$ cat src/rtl/cpu_bus_xbar.sv
// CPU data-bus crossbar: parametrised address decode with priority, bus-error
// return, registered read path and nak tracking. Timeout abort: CPU_BUS_TIMEOUT_EN.
module cpu_bus_xbar #(
    parameter int                    N_SLAVE  = 8,
    parameter logic [N_SLAVE*32-1:0] SLV_BASE = {N_SLAVE{32'h0}},
    parameter logic [N_SLAVE*32-1:0] SLV_MASK = {N_SLAVE{32'hFFFF_FFFF}},
    parameter int                    TIMEOUT  = 255,
    parameter logic [31:0]           ERR_DATA = 32'hDEAD_BEEF
) (
    input  logic                    clk,
    input  logic                    rstn,
    input  logic                    m_stb,
    input  logic [31:0]             m_addr,
    input  logic [3:0]              m_we,
    output logic [31:0]             m_rdata,
    output logic                    m_nak,
    output logic                    m_err,
    output logic [N_SLAVE-1:0]      s_en,
    input  logic [N_SLAVE*32-1:0]   s_rdata,
    input  logic [N_SLAVE-1:0]      s_nak,
    output logic [31:0]             err_addr,
    output logic                    err_valid,
    input  logic                    err_clr
);

    logic [N_SLAVE-1:0] hit;
    logic [N_SLAVE-1:0] sel;
    logic               found;
    logic               miss;
    logic               nak_raw;
    logic               abort_now;
    logic               in_abort;
    logic               accept;

    logic [N_SLAVE-1:0] rd_sel_reg;
    logic               rd_err_reg;
    logic [31:0]        rd_term [N_SLAVE];
    logic [31:0]        rd_or;
    logic [31:0]        err_addr_reg;
    logic               err_valid_reg;

    // Reads and writes are routed identically; the byte mask only matters to slaves.
    logic               unused_we;
    assign unused_we = ^m_we;

    genvar gi;
    generate
        for (gi = 0; gi < N_SLAVE; gi++) begin : g_decode
            assign hit[gi] = ((m_addr & SLV_MASK[32*gi +: 32]) == SLV_BASE[32*gi +: 32]);
            assign rd_term[gi] = rd_sel_reg[gi] ? s_rdata[32*gi +: 32] : 32'h0;
        end
    endgenerate

    // Overlapping windows resolve to the lowest channel index.
    always_comb begin
        sel   = '0;
        found = 1'b0;
        for (int i = 0; i < N_SLAVE; i++) begin
            if (hit[i] && !found) begin
                sel[i] = 1'b1;
                found  = 1'b1;
            end
        end
    end

    assign miss    = m_stb & ~|hit;
    assign nak_raw = m_stb & |(sel & s_nak);
    assign m_nak   = nak_raw & ~abort_now;
    assign m_err   = miss | abort_now;
    assign accept  = m_stb & ~m_nak;
    assign s_en    = (m_stb && !abort_now && !in_abort) ? sel : '0;

`ifdef CPU_BUS_TIMEOUT_EN
    localparam logic [1:0]  ST_IDLE     = 2'd0;
    localparam logic [1:0]  ST_WAIT     = 2'd1;
    localparam logic [1:0]  ST_ABORT    = 2'd2;
    localparam logic [15:0] TIMEOUT_CNT = 16'(TIMEOUT);

    logic [1:0]  state_reg, state_next;
    logic [15:0] cnt_reg, cnt_next;

    assign abort_now = (state_reg == ST_WAIT) && (cnt_reg == TIMEOUT_CNT) && nak_raw;
    assign in_abort  = (state_reg == ST_ABORT);

    always_comb begin
        state_next = state_reg;
        cnt_next   = cnt_reg;
        case (state_reg)
            ST_IDLE: begin
                if (nak_raw) begin
                    state_next = ST_WAIT;
                    cnt_next   = 16'd1;
                end
            end
            ST_WAIT: begin
                if (abort_now) begin
                    state_next = ST_ABORT;
                    cnt_next   = 16'd0;
                end else if (m_nak) begin
                    cnt_next = (cnt_reg == 16'hFFFF) ? cnt_reg : cnt_reg + 16'd1;
                end else begin
                    state_next = ST_IDLE;
                    cnt_next   = 16'd0;
                end
            end
            ST_ABORT: begin
                state_next = ST_IDLE;
                cnt_next   = 16'd0;
            end
            default: begin
                state_next = ST_IDLE;
                cnt_next   = 16'd0;
            end
        endcase
    end

    always_ff @(posedge clk) begin
        if (!rstn) begin
            state_reg <= ST_IDLE;
            cnt_reg   <= 16'd0;
        end else begin
            state_reg <= state_next;
            cnt_reg   <= cnt_next;
        end
    end
`else
    // Without the abort path a nak stalls for as long as the slave asks.
    logic [15:0] unused_timeout;
    assign unused_timeout = 16'(TIMEOUT);
    assign abort_now      = 1'b0;
    assign in_abort       = 1'b0;
`endif

    always_comb begin
        rd_or = 32'h0;
        for (int i = 0; i < N_SLAVE; i++) begin
            rd_or = rd_or | rd_term[i];
        end
    end

    assign m_rdata = rd_err_reg ? ERR_DATA : rd_or;

    always_ff @(posedge clk) begin
        if (!rstn) begin
            rd_sel_reg <= '0;
            rd_err_reg <= 1'b0;
        end else if (accept) begin
            rd_sel_reg <= m_err ? '0 : sel;
            rd_err_reg <= m_err;
        end else begin
            rd_sel_reg <= '0;
            rd_err_reg <= 1'b0;
        end
    end

    // A new error in the same cycle as a clear keeps the flag set.
    always_ff @(posedge clk) begin
        if (!rstn) begin
            err_addr_reg  <= 32'h0;
            err_valid_reg <= 1'b0;
        end else if (m_err) begin
            err_addr_reg  <= m_addr;
            err_valid_reg <= 1'b1;
        end else if (err_clr) begin
            err_valid_reg <= 1'b0;
        end
    end

    assign err_addr  = err_addr_reg;
    assign err_valid = err_valid_reg;

endmodule
$ cat config.mk
export PLATFORM = sky130hd
export DESIGN_NAME = cpu_bus_xbar
export DESIGN_NICKNAME = d
export VERILOG_FILES = /design/src/rtl/cpu_bus_xbar.sv
export SDC_FILE = /design/constraint.sdc
export NUM_CORES = 1
export LEC_CHECK = 0
export BUFFER_PORTS_ARGS = -buffer_cell sky130_fd_sc_hd__buf_2
export CORE_AREA = 5 5 145 147
export DETAILED_ROUTE_END_ITERATION = 7
export DIE_AREA = 0 0 150 152
export PLACE_DENSITY = 0.41
export SKIP_LAST_GASP = 1
export SLEW_MARGIN = 20
export SYNTH_ARGS = -nofsm -noshare
export SYNTH_HDL_FRONTEND = slang
export SYNTH_SLANG_ARGS = --single-unit
$ cat constraint.sdc
create_clock -name clk -period 1.68 [get_ports clk]
set_input_delay 0.168 -clock clk [delete_from_list [all_inputs] [get_ports clk]]
set_output_delay 0.168 -clock clk [all_outputs]
set_load 0.02 [all_outputs]
==> results.md, run 1 <==
- Finished Cell Area: 3164 µm²
- Final setup margin: about 0.06 ns
- Worst Skew: 0 ns
- Fillers: about 2300
- Rows: 52
- Final ANT Viol Nets: 0
- Yosys cell types: 21
- Largest area contributor in the netlist: dfxtp_1
- GRT Total Usage: 5.759%
- Layout Utilization: 16.00%
- Residual DRC: 0
- Htree depth: 2
- Setup Fix Bufs, Post-CTS: 0
- HP Start: s_nak[0]
- Chip width: 150 µm
- N_diodes: 0
- CTS tree: built
- Crit path time final: 1.618 ns
- Clock tree buffer depth: 2
- First-pass GRT wire length: around 10000 µm
- Status: completed
- Post-synth EDFFs: 0
- Tightest Hold Check Type: input pin to register
- Layout cells sized above 1: 50.00%
- Post-route clock period utilization: between 90% and 100%
- Ranking of synthesized cells by area: dfxtp_1 (39%), mux2i_1 (18%), nand2_1 (13%)
- Register-to-Register Setup Slack: 1.10 ns
- Area of the mapped netlist: approximately 1800 µm²
- Max-capacitance violation count: 0
- RSZ-0062 raised after global routing: true
- Core footprint: 19780 µm²
- Worst reg2reg startpoint: err_addr[29]$_SDFFE_PN0P_
- Crit Path Class: input pin to output pin
- CTS root buf: clkbuf_16
- YS warnings: 0
- DP Wirelength: 5503 µm
- Setup crit start kind: input pin
- Leakage: between 0.0015 and 0.002 µW
- Power Dens Cells: 742.3 nW/µm²
- Mapped Cells: 208
- Total wire length: 6804 µm
- Worst EP arrival: about 1.5 ns
- Nets@finish: approximately 670
- Area post-placement: 2935 µm²
- First drt pass iteration count: 4
- Clock Sinks: 35
- Worst-Skew Late Latency: between 0.2 and 0.3 ns
- #FFs+latches synth: 35
- Clk pin slew, worst setup/hold paths: approximately 0.05 ns
- Grt ovf: 0
- Max reg flops: 32
- Post-synth top flop: dfxtp_1
- Worst slack at placement: -0.2708 ns
- Routed vias/inst: 3.033
- Fin. Hold Viols: 0
- Initial core utilization: 9.040%
- Max Transition Viols Final: 0
- Syn Area/Cell: 8.596 µm²
- Top-count cell post-synth: nand2_1
- Critical Path RT: 1.51 ns
- Fmax: 617.9 MHz
- Area Overhead vs Synth: 76.98%
- Ys async rst share: 0%
- Crit end category: output pin
- Average routed wire per standard cell: between 10 and 15 µm
- Synth cell count leaders: nand2_1 (64), dfxtp_1 (35), mux2i_1 (32)
- Setup violators final: 0
- Register area share after synthesis: 39.19%
- Initial antenna violation count: 0
- Starting DRT DRC Count: 61
- Hold WS: 0.1042 ns
- RePlAce Congestion: between 0.6 and 0.7
- Ports: 379
- Hold_buf cts: 0
- Setup TNS: 0 ns
- Pin count of the biggest net entering global routing: 32
- Vias in the first global route: 1968
- Buffers on Ports: around 140
- Max FO, Critical Path: 3
- Setup crit start: m_addr[3]
- Synth top area share: about two fifths
- Area of the die: approximately 23000 µm²
- Die height: 152 µm
- Total CTS buffers: 5
- Vias: 1923
- Max VDD drop: between 200 and 300 µV
[report_power, final]
| group | internal, µW | total (µW) | switching, µW |
|---|---|---|---|
| Clock | 548 | 922 | 374 |
| Combinational | 229 | 522 | 293 |
| Sequential | 881 | 905 | 24.0 |
[cell usage in the layout (no fill, tap or decap), types with 4 or more instances in the layout]
cell type / synthesis / final
buf_12: 3 / 4
nor4_2: 1 / 4
and2_1: 9 / 8
a21o_1: 24 / 24
buf_4: 7 / 25
nand2_1: 64 / 64
clkbuf_16: 0 / 5
mux2i_1: 32 / 32
dfxtp_1: 35 / 35
conb_1: 1 / 7
buf_2: 0 / 131
buf_6: 0 / 5
[worst paths after layout]
| check | end | cells past startpoint |
|---|---|---|
| max | m_nak | 8 |
| min | rd_sel_reg[0]$_SDFF_PP0_ | 2 |
| max reg2reg | err_addr[29]$_SDFFE_PN0P_ | 2 |
| min reg2reg | err_addr[2]$_SDFFE_PN0P_ | 2 |
[area by class of cell]
type	count	area, µm²	area share (%)
inverters	3	13.76	0.4350
clock buffers	6	128.9	4.073
multi-input cells	153	991.0	31.32
flip-flops and latches	35	700.7	22.14
repair buffers	165	979.7	30.96
clock inverters	2	12.51	0.3954
well taps	270	337.8	10.68
[critical path, cell delays in order]
cell and delay [ns]:
buf_6 0.10, nor4_4 0.25, buf_4 0.15, nand4_1 0.20, nor3_2 0.21, buf_4 0.14
and2_4 0.13, buf_6 0.11
[routing by layer]
metal / track usage, % / up-vias / part of all wire [%]
met3: 2.085 / 7 / 9.3
met1: 6.980 / 850 / 44
met5: 0 / - / 0
li1: - / 985 / -
met2: 9.657 / 81 / 45
met4: 1.438 / 0 / 1.0
[cell families after synthesis]
family | Yosys count | share of synthesized area (%)
flops | 35 | 39.19
mux | 32 | 17.91
buf+inv | 26 | 9.798
simple gates | 88 | 22.04
other cells | 1 | 0.2097
compound gates | 26 | 10.85
[per-stage QoR]
step | total power [µW] | cells
after CTS | 2415 | 634
after global placement | 1439 | 626
after global routing | 2503 | 634
final | 2349 | 634
after floorplan | 1204 | 214
after detailed placement | 1438 | 626
[repair_timing]
action	in CTS	in global routing
pin swaps	6	2
resized for setup	12	3
setup endpoints to repair	3	2
No activity file was read; power rests on OpenSTA's default activity.
==> run 2: changes to the inputs <==
--- a/config.mk
+++ b/config.mk
@@ -10,6 +10,7 @@
 export DETAILED_ROUTE_END_ITERATION = 7
 export DIE_AREA = 0 0 150 152
 export PLACE_DENSITY = 0.41
+export REMOVE_ABC_BUFFERS = 1
 export SKIP_LAST_GASP = 1
 export SLEW_MARGIN = 20
 export SYNTH_ARGS = -nofsm -noshare
==> results.md, run 2 (same netlist as run 1, synthesis figures left out) <==
- Status: completed
- Die height: about 150 µm
- Hold depth: 2
- Worst-Skew Late Latency: 0.28 ns
- Clk pin slew, worst setup/hold paths: 0.06 ns
- Chip width: 150 µm
- Setup violators final: 0
- Max VDD drop: 330.9 µV
- Clock share of power: 39.6%
- Clock tree buffer depth: 2
- Worst Skew: 0 ns
- Worst EP arrival: 1.46 ns
- Final ANT Viol Nets: 0
- Core footprint: 19780 µm²
- Leakage: 0.001698 µW
- Sw Share: 29.50%
- Critical Path Max Stage Delay: 0.28 ns
- Vias in the first global route: 1894
- Starting DRT DRC Count: 39
- Average routed wire per standard cell: 11.29 µm
- Nets@finish: between 600 and 700
- FF-to-FF path depth: 2
- First drt pass iteration count: 6
- Fin. Hold Viols: 0
- Psw: 686.3 µW
- Internal cell power: between 1500 and 2000 µW
- Commonest non-fill, non-tap cell in the layout: buf_2
- Routed vias/inst: roughly 3.1
- RSZ-0062 raised after global routing: true
- Most used cell, CP: buf_6
- Critical Path RT: 1.51 ns
- CTS root buf: clkbuf_16
- Max-capacitance violation count: 0
- GRT Total Usage: under 10%
- Htree depth: 2
- Post-Layout Cell Count: 625
- Initial antenna violation count: 2
- Rows: 52
- Residual DRC: 0
- Vias: ~1900
- Buffers on Ports: 136
- Crit end category: output pin
- First-pass GRT wire length: 10290 µm
- Pin count of the biggest net entering global routing: approximately 40
- DP Wirelength: 5719 µm
- Area of the die: 22800 µm²
- Power Dens Cells: 751.0 nW/µm²
- Total CTS buffers: 5
- Post-route clock period utilization: 97.04%
- Max Transition Viols Final: 0
- Critical path's slowest cell: nor4_4
- N_diodes: 0
- Setup crit start kind: input pin
- Crit path time final: 1.630 ns
- Max FO, Critical Path: 2
- Worst-path cell chain: buf_6 > nor4_4 > buf_4 > nand4_1 > buf_6 > nor3_4 > and2_4 > buf_6
- Clock Sinks: 35
- Initial core utilization: 9.040%
- RePlAce Congestion: 0.6553
- Flop pwr share: 38.9%
- Crit Path Class: input pin to output pin
- Layout cells sized above 1: 48.17%
- Setup TNS: 0 ns
- Area Overhead vs Synth: 73.27%
- Total wire length: approximately 7000 µm
- Combinational share of power: 21.5%
- Fmax: about 610 MHz
- Tightest Hold Check Type: input pin to register
- Ports: 379
- Grt ovf: 0
- Commonest non-fill, non-tap cells in the layout: buf_2 (132), nand2_1 (64), dfxtp_1 (35)
- Max reg flops: 32
- CTS tree: built
- Placed cell count: approximately 610
==> run 2: path summary, 6_finish.rpt <==
| check | from | to | slack, ns |
|---|---|---|---|
| hold reg to reg | err_addr[6]$_SDFFE_PN0P_ | err_addr[6]$_SDFFE_PN0P_ | 0.45 |
| setup reg to reg | err_addr[12]$_SDFFE_PN0P_ | err_addr[12]$_SDFFE_PN0P_ | 1.10 |
| setup / recovery | m_addr[21] | m_nak | 0.05 |
| hold / removal | s_nak[0] | rd_sel_reg[0]$_SDFF_PP0_ | 0.07 |
==> run 2: power groups by stage <==
stage / registers (µW) / clock network [µW] / logic [µW]
2_1_floorplan: 989 / 0 / 167
3_3_place_gp: 923 / 0 / 488
3_5_place_dp: 922 / 0 / 488
4_1_cts: 905 / 969 / 499
5_1_grt: 910 / 1000 / 547
6_report: 905 / 921 / 501
==> run 2: worst max-delay path: cells and delay by family <==
kind	cells	cell delay, ns
buffers and inverters	4	0.57
AND/OR/NAND/NOR	4	0.73
==> run 2: layer usage <==
layer	track usage (%)	routed length, µm
met1	6.476	2780
met5	0	12
met3	2.711	879
met2	9.850	3274
met4	1.874	106
==> run 2: what timing repair did <==
| action | in CTS | in global routing |
|---|---|---|
| endpoints found under the setup margin | 3 | 31 |
| pin swaps | 3 | 1 |
| hold buffers | 0 | 0 |
| buffers inserted | 1 | 2 |
| gates resized for setup | 12 | 9 |
| hold endpoints to repair | 0 | 0 |
==> run 2: cell type report <==
type | count | area (µm²)
Tap cell | 270 | 337.8
Clock buffer | 7 | 132.6
Multi-Input combinational cell | 153 | 1003
Timing Repair Buffer | 156 | 904.6
Sequential cell | 35 | 700.7
Fill cell | 2306 | 16680
Clock inverter | 1 | 5.005
Inverter | 3 | 13.76
==> run 2: metrics by stage <==
step                worst slack, ns  hold WS, ns  utilization, %  cell area (µm²)  power, µW
floorplan                   0.02069       0.2441               -             1649       1156
global placement            -0.3047       0.3525           14.32             2833       1411
detailed placement          -0.3192       0.3535           14.32             2833       1411
CTS                        -0.04138      0.05269           15.37             3040       2374
global route                -0.1038      0.07640           15.66             3098       2460
finish                      0.04981      0.06744           15.66             3098       2327
